===== src/rtl/mdu_issue_ctrl.sv =====
// rtl/mdu_issue_ctrl.sv - E-stage issue/latency sequencer for the multiply/divide unit
module mdu_issue_ctrl #(
  parameter int MULT_LAT = 5,
  parameter int DIV_LAT  = 10,
  parameter int CNT_W    = 4
) (
  input  logic       clk,
  input  logic       reset,
  input  logic       req,
  input  logic       e_valid,
  input  logic [3:0] e_op,
  input  logic       d_is_mdu,
  output logic       mdu_start,
  output logic [3:0] mdu_ctr,
  output logic       busy,
  output logic       commit,
  output logic       mt_we,
  output logic       mt_hi,
  output logic       stall
);

  typedef enum logic {IDLE, RUN} state_t;

  state_t           state, state_nxt;
  logic [CNT_W-1:0] cnt, cnt_nxt;
  logic             commit_q, commit_nxt;
  logic             is_md, is_mt, is_mult;

  assign is_md   = (e_op >= 4'd1) && (e_op <= 4'd4);
  assign is_mt   = (e_op == 4'd7) || (e_op == 4'd8);
  assign is_mult = (e_op == 4'd1) || (e_op == 4'd2);

  always_ff @(posedge clk or negedge reset) begin
    if (!reset) begin
      state    <= IDLE;
      cnt      <= '0;
      commit_q <= 1'b0;
    end else begin
      state    <= state_nxt;
      cnt      <= cnt_nxt;
      commit_q <= commit_nxt;
    end
  end

  always_comb begin
    state_nxt  = state;
    cnt_nxt    = cnt;
    commit_nxt = 1'b0;
    case (state)
      IDLE: begin
        if (mdu_start) begin
          state_nxt = RUN;
          cnt_nxt   = is_mult ? CNT_W'(MULT_LAT) : CNT_W'(DIV_LAT);
        end
      end
      RUN: begin
        // A flush never cancels an in-flight op; it always counts down to commit.
        if (cnt == CNT_W'(1)) begin
          state_nxt  = IDLE;
          cnt_nxt    = '0;
          commit_nxt = 1'b1;
        end else begin
          cnt_nxt = cnt - CNT_W'(1);
        end
      end
      default: begin
        state_nxt = IDLE;
        cnt_nxt   = '0;
      end
    endcase
  end

  // Every output is forced low while reset is asserted, combinational ones included.
  assign commit    = reset && commit_q;
  assign busy      = reset && (state == RUN);
  assign mdu_start = reset && (state == IDLE) && !commit_q && e_valid && is_md && !req;
  assign mt_we     = reset && e_valid && is_mt && !req;
  assign mt_hi     = reset && (e_op == 4'd7);
  assign mdu_ctr   = (mdu_start || mt_we) ? e_op : 4'd0;
  assign stall     = reset && d_is_mdu && (mdu_start || busy || commit);

endmodule

===== config.mk =====
export PLATFORM = sky130hd
export DESIGN_NAME = mdu_issue_ctrl
export DESIGN_NICKNAME = d
export VERILOG_FILES = /design/src/rtl/mdu_issue_ctrl.sv
export SDC_FILE = /design/constraint.sdc
export NUM_CORES = 1
export LEC_CHECK = 0
export ABC_AREA = 1
export BUFFER_PORTS_ARGS = -buffer_cell sky130_fd_sc_hd__buf_2
export CORE_UTILIZATION = 37
export CTS_CLUSTER_DIAMETER = 60
export DETAILED_ROUTE_END_ITERATION = 6
export PLACE_DENSITY = 0.71
export SLEW_MARGIN = 20
export SYNTH_ARGS = -nofsm -noshare
export SYNTH_HDL_FRONTEND = slang
export SYNTH_SLANG_ARGS = --single-unit

===== constraint.sdc =====
create_clock -name clk -period 0.94 [get_ports clk]
set_input_delay 0 -clock clk [delete_from_list [all_inputs] [get_ports clk]]
set_output_delay 0 -clock clk [all_outputs]
set_load 0.02 [all_outputs]

==> results of run 1 <==
==> registers in the layout (all words and copies together), names as in the netlist <==
register,count
cnt,4
commit_q,1
state,1
==> metrics by stage <==
| stage | hold slack (ps) | worst slack [ps] |
|---|---|---|
| after floorplan | -295.6 | -93.38 |
| after global placement | -45.33 | -181.2 |
| after detailed placement | -49.48 | -200.2 |
| after CTS | 243.8 | -411.6 |
| after global routing | 307.0 | -442.5 |
| final | 244.8 | -373.3 |
==> timing repair <==
action | 4_1_cts | 5_1_grt
gates resized for setup | 14 | 7
hold buffers | 1 | 0
buffers inserted | 1 | 0
endpoints found under the setup margin | 13 | 13
endpoints found under the hold margin | 6 | 0
pin swaps | 4 | 3
==> final cells by class <==
type,instances,share of cell area [%]
multi-input cells,61,42.03
repair buffers,33,28.41
flip-flops and latches,6,17.39
inverters,15,7.391
clock buffers,3,2.609
well taps,15,2.174
==> critical path, delay by kind of cell (launching register included) <==
kind / cells / cell delay (ps)
buffers and inverters: 2 / 160
DFF: 1 / 360
and+or+nand+nor: 6 / 530
==> kinds of logic after synthesis <==
family / Yosys count / share of synthesized area (%)
flops: 6 / 28.44
fa+ha+maj: 2 / 4.739
simple gates: 51 / 46.21
compound gates: 7 / 7.345
xor+xnor: 1 / 1.659
buf+inv: 16 / 11.61
==> path summary, 6_finish.rpt <==
| path | from | end | slack (ps) | cells after the start |
|---|---|---|---|---|
| max | commit_q | mdu_ctr[0] | -370 | 8 |
| min | e_op[2] | cnt[0] | 240 | 6 |
| max reg2reg | commit_q | cnt[3] | -220 | 7 |
| min reg2reg | cnt[2] | cnt[2] | 580 | 2 |
| max in group asynchronous | reset | commit_q | 400 | 3 |
| min in group asynchronous | reset | cnt[3] | 330 | 3 |
==> routing by layer <==
metal  up-vias  part of all wire [%]
met5         -                     0
met4         0                   3.3
met3         6                   3.2
met2        18                    50
met1       264                    43
li1        326                     -
==> cells in the final DEF, fill, tap and decap left out <==
cell type,netlist,routed
inv_2,4,6
inv_1,11,7
nand2_1,22,20
buf_6,0,6
buf_4,0,15
dfrtp_1,6,6
inv_4,0,1
nor2_1,8,7
nand4_1,2,2
dlygate4sd3_1,0,1
clkbuf_4,0,3
a21oi_1,3,2
nand3_1,8,8
a21oi_2,0,1
nor2_2,5,2
inv_6,0,1
o21ai_2,1,1
xnor2_1,1,1
nand2_2,4,4
o21ai_1,0,3
ha_2,0,2
nand2_4,1,3
nor2_4,1,5
buf_2,1,11
==> power by group <==
part / total (uW) / internal (uW) / switching, uW
Combinational: 1120 / 524 / 599
Sequential: 442 / 365 / 76.8
Clock: 223 / 143 / 79.2
Total: 1790 / 1030 / 755
==> reports/metrics.csv, run 1 <==
stage;metric;value;unit
run_status;status;finished, violations left;
run_status;violations;setup timing;
global_route;grt_overflow;0;
min_path;hp-class;in -> reg;
sta;rsz0062_at_grt;true;
floorplanning;initial_core_util;40.08;%
global_route;grt_pass1_wl;1890;microns
yosys;ys_async_sr_fraction;100.0;%
drt;wl_per_cell;9.308;microns
cells_and_area;multiInputGateArea;362.8;sq um
drt;dr.pass1.iters;4;
sta;finalSetupViolCount;12;
drt;routed_wl;1238;microns
floorplanning;io_pins;19;
clock_network;clk_pin_slew;40;ps
yosys;synthCells;83;
global_route;grt-busiest-layer;met2;
cells_and_area;diodes;0;
global_route;grt_antenna_before_repair;0;
floorplanning;die_w;39.78;microns
yosys;ys_ff_latch;6;
floorplanning;dieArea;0.001582;sq mm
sta;worst_pin_slew;261.3;ps
yosys;synthTopCellsByArea;dfrtp_1, nand2_1, inv_1;
global_route;grt_usage;18.15;%
sta;drv_slew;0;
yosys;yosysMostFrequentCell;nand2_1;
flow_run;drv_cap;0;
place;gp_congestion;0.8664;
clock_network;clock_latency;240;ps
clock_network;clkSinkCount;6;
drt;ant_nets;0;
global_route;grt_max_degree;7;
yosys;syn-num-nets;94;
drt;vias;614;
clock_network;htree_levels;1;
cells_and_area;final-instance-count-excl-fill;133;
global_route;grt_use_met3;0;%
cells_and_area;register_area;150.1;sq um
setup_path;worst_ep_required_time;940;ps
sta;worst_slack;-373.3;ps
setup_path;worstSetupStartpointType;register;
setup_path;cpPeakStageDelay;360;ps
sta;clock_skew;0.7763;ps
yosys;syn_area;528.0;sq um
place;placed_cells;128;
yosys;avgSynthCellArea;6.362;sq um
cells_and_area;final_util;65.53;%
setup_path;cp_slowest_cell;dfrtp_1;
drt;drc;0;
yosys;yosysTopAreaCell;dfrtp_1;
pwr;leakagePower;0.0004943;uW
yosys;yosys_most_used_dff;dfrtp_1;
cells_and_area;n_fill_cell;113;
yosys;synth_edf_count;0;
cells_and_area;area_growth;63.51;%
place;dpl_cell_area;768.2;sq um
yosys;yosysWarnings;0;
yosys;seq_area_frac_synth;28.44;%
sta;slew_headroom;82.52;%
pwr;total_power;1788;uW
sta;hold_viol;0;
setup_path;path_cells;nor2_1 -> nand2_1 -> nor2_4 -> nand2_4 -> nand2_4 -> inv_6 -> nor2_4 -> buf_6;
sta;fmax;761.4;MHz
cells_and_area;nets;131;
setup_path;cp_max_fo;5;
setup_path;crit_type;reg -> out;
setup_path;critPathCaptureType;primary output;
global_route;gr-usage-met2;31.97;%
setup_path;critPathArrivalTime;1310;ps
clock_network;clockBufferDepth;2;
cells_and_area;drive_gt1_share;51.69;%
floorplanning;rows;13;
pwr;peakVddDrop;1418;uV
sta;layout_min_cycle_time;1313;ps
yosys;synth_top_area_share;28.44;%
floorplanning;die_h;39.78;microns
drt;via_per_inst;4.617;
clock_network;cts_root_buf;clkbuf_4;
sta;final.setup.tns;-3196;ps
clock_network;tritoncts.num_buffers;3;
sta;finalCritPeriodShare;139.7;%
pwr;p_per_area;2071;mW/mm^2
global_route;grt_pass1_vias;497;
yosys;synthDistinctLibCells;17;
global_route;use_met1;21.95;%
place;post-dp-hpwl;1009;microns
floorplanning;design.core.area;0.001318;sq mm
clock_network;cts_tree;done;
yosys;ys_top_cells_by_count;nand2_1, inv_1, nand3_1, nor2_1, dfrtp_1;
cells_and_area;final_area;863.3;sq um
drt;drtIter0Drc;14;
place;port_buffers;18;
(Power assumes the default switching activity.)
==> inputs of run 2 (changes only) <==
--- a/config.mk
+++ b/config.mk
@@ -10,6 +10,7 @@
 export CORE_UTILIZATION = 37
 export CTS_CLUSTER_DIAMETER = 60
 export DETAILED_ROUTE_END_ITERATION = 6
+export GPL_TIMING_DRIVEN = 0
 export PLACE_DENSITY = 0.71
 export SLEW_MARGIN = 20
 export SYNTH_ARGS = -nofsm -noshare
==> run 2 against run 1 <==
Net effect:
- the flow still finishes with violations (setup timing)
- die area unchanged
- sequential share of layout area up 0.74 points
- clock power up 4%
- sequential cell count unchanged
- cell count down 6.0%
- first-iteration DRC count down 43%
- worst setup slack worse by 6.9 ps
- count of clock-buffer cells in the layout unchanged
- non-clock buffer count down 8
- sequential power up 4%
- global-route usage up 1.8 points
==> reports/metrics.csv, run 2 (synthesis results as in run 1) <==
stage;metric;value;unit;change
global_route;grt_use_met3;3.409;%;+3.4 points
pwr;clkPwrFrac;13.1;%;+0.6 points
global_route;grt_pass1_vias;486;;-2.2%
sta;clock_skew;4.291;ps;+3.514 ps
cells_and_area;regMostFlops;cnt;;
clock_network;cts_tree;done;;
global_route;gr-usage-met2;35.66;%;+3.7 points
drt;drc;0;;unchanged
sta;fmax;757.5;MHz;-0.52%
sta;worst_pin_slew;274.9;ps;+13.60 ps
setup_path;cp_max_fo;4;;-1
clock_network;cts_root_buf;clkbuf_4;;
clock_network;clock_latency;240;ps;about the same
clock_network;htree_levels;1;;unchanged
pwr;sw_frac_of_total;42.10;%;-0.14 points
setup_path;crit_type;reg -> out;;
global_route;use_met1;21.88;%;-0.076 points
global_route;grt_max_degree;11;;+4
floorplanning;io_pins;19;;unchanged
cells_and_area;n_fill_cell;118;;+4.4%
setup_path;critPathArrivalTime;1320;ps;about the same
floorplanning;die_h;39.78;microns;unchanged
drt;dr.pass1.iters;4;;unchanged
cells_and_area;diodes;0;;unchanged
place;dp_slack;-259.9;ps;-59.72 ps
global_route;grt-busiest-layer;met2;;
pwr;total_power;1759;uW;-1.6%
sta;rsz0062_at_grt;true;;
sta;finalSetupViolCount;13;;+1
clock_network;tritoncts.num_buffers;3;;unchanged
setup_path;worstRegToRegCells;6;;-1
global_route;grt_overflow;0;;unchanged
cells_and_area;final-instance-count-excl-fill;125;;-6.0%
pwr;peakVddDrop;1591;uV;+12%
sta;worst_slack;-380.2;ps;-6.873 ps
floorplanning;die_w;39.78;microns;unchanged
sta;finalCritPeriodShare;140.4;%;+0.73 points
sta;drv_slew;0;;unchanged
sta;layout_min_cycle_time;1320;ps;+6.873 ps
setup_path;worst-path-stages;8;;unchanged
setup_path;cp_slowest_cell;dfrtp_1;;
cells_and_area;drive_gt1_share;50.00;%;-1.7 points
pwr;p_sw;740.7;uW;-1.9%
pwr;p_seq_share;26.1;%;+1.4 points
clock_network;clkSinkCount;6;;unchanged
setup_path;worstSetupStartpointType;register;;
run_status;violations;setup timing;;
cells_and_area;final_area;828.3;sq um;-4.1%
setup_path;path_delay_family;simple AND/OR/NAND/NOR gates;;
drt;wl_per_cell;9.928;microns;+6.7%
cells_and_area;final_cell_mix;nand2_1, buf_2, nand3_1;;
cells_and_area;nets;123;;-6.1%
place;post-dp-hpwl;894.3;microns;-11%
run_status;status;finished, violations left;;
cells_and_area;final_common_cell;nand2_1;;
pwr;p_per_area;2124;mW/mm^2;+2.6%
place;placed_cells;116;;-9.4%
place;port_buffers;18;;unchanged
pwr;p_int;1019;uW;-1.4%
place;gp_congestion;0.8572;;-1.1%
floorplanning;design.core.area;0.001318;sq mm;unchanged
floorplanning;initial_core_util;40.08;%;unchanged
place;dpl_cell_area;675.6;sq um;-12%
setup_path;cpPeakStageDelay;380;ps;+20 ps
global_route;grt_pass1_wl;2007;microns;+6.2%
setup_path;path_buf_inv;2;;unchanged
drt;vias;577;;-6.0%
pwr;leakagePower;0.0004614;uW;-6.7%
drt;routed_wl;1241;microns;+0.24%
cells_and_area;largest_reg_flops;4;;unchanged
drt;ant_nets;0;;unchanged
setup_path;worst_ep_required_time;940;ps;about the same
flow_run;drv_cap;0;;unchanged
setup_path;path_cells;nor2_2 -> nand2_2 -> nor2_4 -> nand2_4 -> nand2_4 -> inv_6 -> nor2_4 -> buf_6;;
sta;slew_headroom;81.61;%;-0.91 points
cells_and_area;area_growth;56.87;%;
drt;via_per_inst;4.616;;about the same
global_route;grt_antenna_before_repair;0;;unchanged
setup_path;critPathCaptureType;primary output;;
drt;drtIter0Drc;8;;-6
floorplanning;rows;13;;unchanged
clock_network;clockBufferDepth;2;;unchanged
pwr;p_comb_share;60.8;%;-2.0 points
global_route;grt_usage;19.91;%;+1.8 points
sta;whs;245.7;ps;+0.9190 ps
sta;hold_viol;0;;unchanged
cells_and_area;reg_top3;cnt (4), commit_q (1), state (1);;
min_path;hp-class;in -> async;;
clock_network;clk_pin_slew;40;ps;about the same
floorplanning;dieArea;0.001582;sq mm;unchanged
-- run 2: cell count changes in the layout (fill, tap and decap cells not counted) --
cell,previous run,this run
a21oi_2,1,2
inv_4,1,0
nor2_4,5,6
a21oi_1,2,1
buf_4,15,5
inv_2,6,7
buf_12,0,1
nor2_1,7,6
buf_6,6,7
-- run 2: final cells by class --
cell class                      instances  area [sq um]  area share, %
Buffer                                  1         11.26          1.360
Clock buffer                            3         22.52          2.719
Inverter                               15         61.31          7.402
Multi-Input combinational cell         61         374.1          45.17
Sequential cell                         6         150.1          18.13
Tap cell                               15         18.77          2.266
Timing Repair Buffer                   24         190.2          22.96
-- run 2: timing repair --
action,in CTS,in global routing
setup endpoints to repair,12,13
endpoints found under the hold margin,6,0
hold buffers,1,0
setup buffers,3,3
pin swaps,2,2
resized for setup,15,10
-- run 2: metal layers --
metal / share of wire, % / up-vias
met4: 2.1 / 0
met2: 53 / 12
li1: - / 308
met1: 42 / 253
met3: 3.3 / 4
met5: 0 / -
-- run 2: power groups by stage --
stage	Combinational [uW]	Clock, uW	Sequential, uW
3_5_place_dp	767	0	470
3_3_place_gp	757	0	468
6_report	1070	231	459
2_1_floorplan	623	0	447
4_1_cts	903	241	454
5_1_grt	1200	248	474
-- run 2: final timing paths --
check	start	end	slack, ps
max in group asynchronous	reset	state	470
max reg2reg	cnt[0]	cnt[2]	-210
min reg2reg	cnt[3]	cnt[3]	570
min in group clk	e_op[2]	cnt[2]	250
max	state	mdu_ctr[0]	-380
min	reset	cnt[3]	250
-- run 2: stage by stage --
step                util [%]  TNS, ps
finish                 62.87    -3102
global route           62.87    -4064
CTS                    58.69    -3328
detailed placement     51.28    -1965
global placement       51.28    -1908
floorplan                  -   -576.0
